`src/rtl/mul4_shift_add_pkg.sv`:
```
// Shared types and constants for the 4x4 shift-add multiplier.
package mul4_shift_add_pkg;
   localparam int OP_W   = 4;
   localparam int PROD_W = 2 * OP_W;
   localparam int STEPS  = 4;

   typedef enum logic [1:0] {
      IDLE = 2'd0,
      RUN  = 2'd1,
      DONE = 2'd2
   } state_t;
endpackage

```
`src/rtl/mul4_shift_add_adder.sv`:
```
// 4-bit ripple-carry adder with carry-in, carry-out and signed overflow flag.
// Purely combinational, zero latency; no flow control.
module ripple_adder4 (
   input  logic [3:0] n1,
   input  logic [3:0] n2,
   input  logic       Ci,
   output logic [3:0] s,
   output logic       Co,
   output logic       Overflow
);
   logic [4:0] c;

   assign c[0] = Ci;

   for (genvar i = 0; i < 4; i++) begin : g_bit
      assign s[i]   = n1[i] ^ n2[i] ^ c[i];
      assign c[i+1] = (n1[i] & n2[i]) | (c[i] & (n1[i] ^ n2[i]));
   end

   assign Co       = c[4];
   assign Overflow = c[3] ^ c[4];
endmodule

```
`src/rtl/mul4_shift_add.sv`:
```
// Sequential 4x4 unsigned multiplier: one add-and-shift per RUN cycle.
// Latency 5 cycles start->done; start is ignored while busy, accepted in IDLE or DONE.
module mul4_shift_add
   import mul4_shift_add_pkg::*;
(
   input  logic              clk,
   input  logic              rst,
   input  logic              start,
   input  logic [OP_W-1:0]   a,
   input  logic [OP_W-1:0]   b,
   output logic [PROD_W-1:0] p,
   output logic              busy,
   output logic              done,
   output logic              zero
);
   localparam logic [1:0] LAST_STEP = 2'(STEPS - 1);

   state_t            state;
   logic [1:0]        step;
   logic [OP_W-1:0]   mcand;
   logic [OP_W-1:0]   acc_hi;
   logic [OP_W-1:0]   acc_lo;
   logic [OP_W-1:0]   addend;
   logic [OP_W-1:0]   sum;
   logic              carry;
   logic              ovf_unused;
   logic [PROD_W-1:0] shifted;
   logic              accept;

   assign addend  = acc_lo[0] ? mcand : '0;
   // Carry lands in the top bit of the shifted accumulator, so it is never dropped.
   assign shifted = {carry, sum, acc_lo[OP_W-1:1]};
   assign accept  = start && ((state == IDLE) || (state == DONE));

   ripple_adder4 u_adder (
      .n1       (acc_hi),
      .n2       (addend),
      .Ci       (1'b0),
      .s        (sum),
      .Co       (carry),
      .Overflow (ovf_unused)
   );

   always_ff @(posedge clk) begin
      if (rst) begin
         state  <= IDLE;
         step   <= '0;
         mcand  <= '0;
         acc_hi <= '0;
         acc_lo <= '0;
         p      <= '0;
         zero   <= 1'b1;
         busy   <= 1'b0;
         done   <= 1'b0;
      end else if (accept) begin
         state  <= RUN;
         step   <= '0;
         mcand  <= a;
         acc_hi <= '0;
         acc_lo <= b;
         p      <= '0;
         zero   <= 1'b1;
         busy   <= 1'b1;
         done   <= 1'b0;
      end else begin
         done <= 1'b0;
         case (state)
            RUN: begin
               {acc_hi, acc_lo} <= shifted;
               step             <= step + 2'd1;
               if (step == LAST_STEP) begin
                  state <= DONE;
                  busy  <= 1'b0;
                  done  <= 1'b1;
                  p     <= shifted;
                  zero  <= (shifted == '0);
               end
            end
            DONE:    state <= IDLE;
            IDLE:    state <= IDLE;
            default: begin
               state <= IDLE;
               busy  <= 1'b0;
            end
         endcase
      end
   end
endmodule

```
`config.mk`:
```
export PLATFORM = sky130hd
export DESIGN_NAME = mul4_shift_add
export DESIGN_NICKNAME = d
export VERILOG_FILES = /design/src/rtl/mul4_shift_add_pkg.sv /design/src/rtl/mul4_shift_add_adder.sv /design/src/rtl/mul4_shift_add.sv
export SDC_FILE = /design/constraint.sdc
export NUM_CORES = 1
export LEC_CHECK = 0
export ABC_CLOCK_PERIOD_IN_PS = 6200
export BUFFER_PORTS_ARGS = -buffer_cell sky130_fd_sc_hd__clkbuf_2
export CORE_MARGIN = 10
export CORE_UTILIZATION = 57
export DETAILED_ROUTE_END_ITERATION = 7
export PLACE_DENSITY_LB_ADDON = 0.12
export SETUP_SLACK_MARGIN = 0.4
export SLEW_MARGIN = 10
export SYNTH_ARGS = -nofsm -noshare
export SYNTH_HDL_FRONTEND = slang
export SYNTH_HIERARCHICAL = 1
export SYNTH_SLANG_ARGS = --single-unit
```
`constraint.sdc`:
```
create_clock -name clk -period 6.2 [get_ports clk]
set_clock_uncertainty 0.05 [all_clocks]
set_input_delay 0.31 -clock clk [delete_from_list [all_inputs] [get_ports clk]]
set_output_delay 0.31 -clock clk [all_outputs]
set_load 0.005 [all_outputs]
```
==> results by group <==
Outcome
  • Status: complete, no violations

Timing
  • Max-slew headroom: 49.06%
  • Fmax achieved: 366.7 MHz
  • Slew Limit Fails: 0
  • Final hold violation count: 0
  • # setup viols final: 0
  • RSZ-0062 raised after global routing: false
  • Final Critical Period: 2.727 ns
  • Setup TNS: 0 ns
  • Slew @ Worst Pin: 0.7625 ns
  • Final worst setup slack: 3.473 ns
  • Final Cycle Share: 43.99%

Clock tree
  • Cts hold-fix bufs: 0
  • CTS H-tree depth: 1
  • Clock buffer depth: 2
  • Post-CTS setup buffers: 0
  • # clock sinks: 27
  • Reg clk slew, reported paths: 0.14 ns
  • TritonCTS buffer count: 3
  • CTS tree: done
  • Post-CTS resize count: 0
  • Worst skew pair latency: 0.32 ns
  • Root buf cell: clkbuf_4

GRT
  • Largest net degree at the start of global routing: 16
  • Met1 GRT Util: 12.71%
  • Gr busiest metal: met2
  • Vias in the first global route: 895
  • Global Route met2 Usage: 18.35%
  • Overflow after GRT: 0
  • First-pass GRT wire length: 3898 um
  • Antenna violations before repair: 0
  • Grt met3 use: 4.983%
  • GR Util All Layers: 11.45%

Die
  • Core Area: 1942 sq um
  • # IOs: 22
  • Die area: 4223 sq um
  • Starting Density: 59.41%
  • # rows: 16
  • Die height: 64.99 um
  • Die width: 64.99 um

Synth
  • Mapped cell area: 1154 sq um
  • Mean Syn Cell Area: 9.013 sq um
  • Yosys Warn Count: 6
  • Cells after Synth: 128
  • Syn_nets: 144

Place
  • Buffers on Ports: 21
  • Pre-CTS WS: 3.472 ns
  • GPL Wtd Cong: 0.7905
  • Dpl hpwl: 1728 um
  • Placed Area: 1257 sq um

Routing
  • Iteration-0 DRC Markers: 11
  • Via count: 877
  • Drt drc: 0
  • TritonRoute pass-1 iters: 3
  • Antenna Nets Post-Route: 0
  • Final WL: 2187 um
  • Drt wl/cell: 12.64 um
  • Vias per inst: 5.069

Critical path
  • R2R setup slack: 3.47 ns
  • CP Capture Type: register
  • Slowest-stage cell, CP: or4_1
  • CP peak stage delay: 0.48 ns
  • Critical Path RT: 6.43 ns
  • Critical path class: register to register
  • Arr. time, crit path: 2.96 ns
  • Cells along the critical path: and2_1 > fa_1 > inv_1 > fa_1 > inv_1 > fa_1 > inv_1 > fa_1 > inv_1 > or4_1 > nor3_2 > a211o_1
  • Startpoint class of the critical path: register
  • Max FO, Critical Path: 5

Cells and area
  • Finished Cell Area: 1285 sq um
  • Final Util: 66.17%
  • Filler cells: 178
  • Antenna Cells: 0
  • Layout area overhead: 11.39%
  • Net count, final: 163
  • Share of layout cells above drive strength 1: 20.55%

Worst hold path
  • Worst min path class: primary input to register

Power
  • P_leak: 0.5921 nW
  • Pwr per Cell Area: 225.2 nW/um^2
  • Peak VDD IR: 193.2 uV

Run
  • Max_cap viols: 0
## path summary, 6_finish.rpt
kind                            startpoint  endpoint  cells after the start
worst max-delay path             acc_lo[0]      zero                     12
worst min-delay path                  a[2]  mcand[2]                      3
worst max register to register   acc_lo[0]      zero                     12
worst min register to register    mcand[0]  mcand[0]                      2
## report_power, final
group          internal, mW  switching [mW]
clock                0.0242          0.0496
combinational        0.0130          0.0175
sequential            0.180         0.00543
## flip-flops by register name, summed over array words and instances, names as in the netlist
name	flops
p	8
busy	1
state	2
zero	1
acc_hi	4
done	1
step	2
acc_lo	4
mcand	4
## layout make-up
class	instances	area [sq um]	share of cell area [%]
clock buffers	3	22.52	1.753
clock inverters	1	5.005	0.3895
inverters	10	37.54	2.921
multi-input cells	84	540.5	42.06
flip-flops and latches	27	540.5	42.06
well taps	27	33.78	2.629
repair buffers	21	105.1	8.179
## per-stage QoR
| stage | hold WS (ns) | cells | total power [mW] |
|---|---|---|---|
| after global routing | 0.1376 | 173 | 0.3039 |
| final | 0.1458 | 173 | 0.2894 |
| after CTS | 0.1276 | 173 | 0.2941 |
| after floorplan | 0.3393 | 128 | 0.2115 |
| after detailed placement | 0.3922 | 169 | 0.2198 |
| after global placement | 0.3946 | 169 | 0.2187 |
## critical path, delay by kind of cell, from the launching register on
kind	cells	cell delay, ns
compound gates	1	0.11
fa+ha+maj	4	1.16
simple gates	3	0.76
buf+inv	4	0.23
flops	1	0.39
## placed cells by master, fill, tap and decap left out, types with 8 or more instances in the layout
cell type,count
a21oi_1,9
clkbuf_2,21
dfxtp_1,27
inv_1,10
mux2i_1,8
nand2_1,18
nor2_1,13
nor3_1,8
## metal layers
metal | routed length (um) | part of all wire (%) | vias up
met5 | 0 | 0 | -
met3 | 186 | 8.5 | 5
met4 | 39 | 1.8 | 0
met1 | 971 | 44 | 397
li1 | - | - | 454
met2 | 990 | 45 | 21
(Power assumes the default switching activity.)
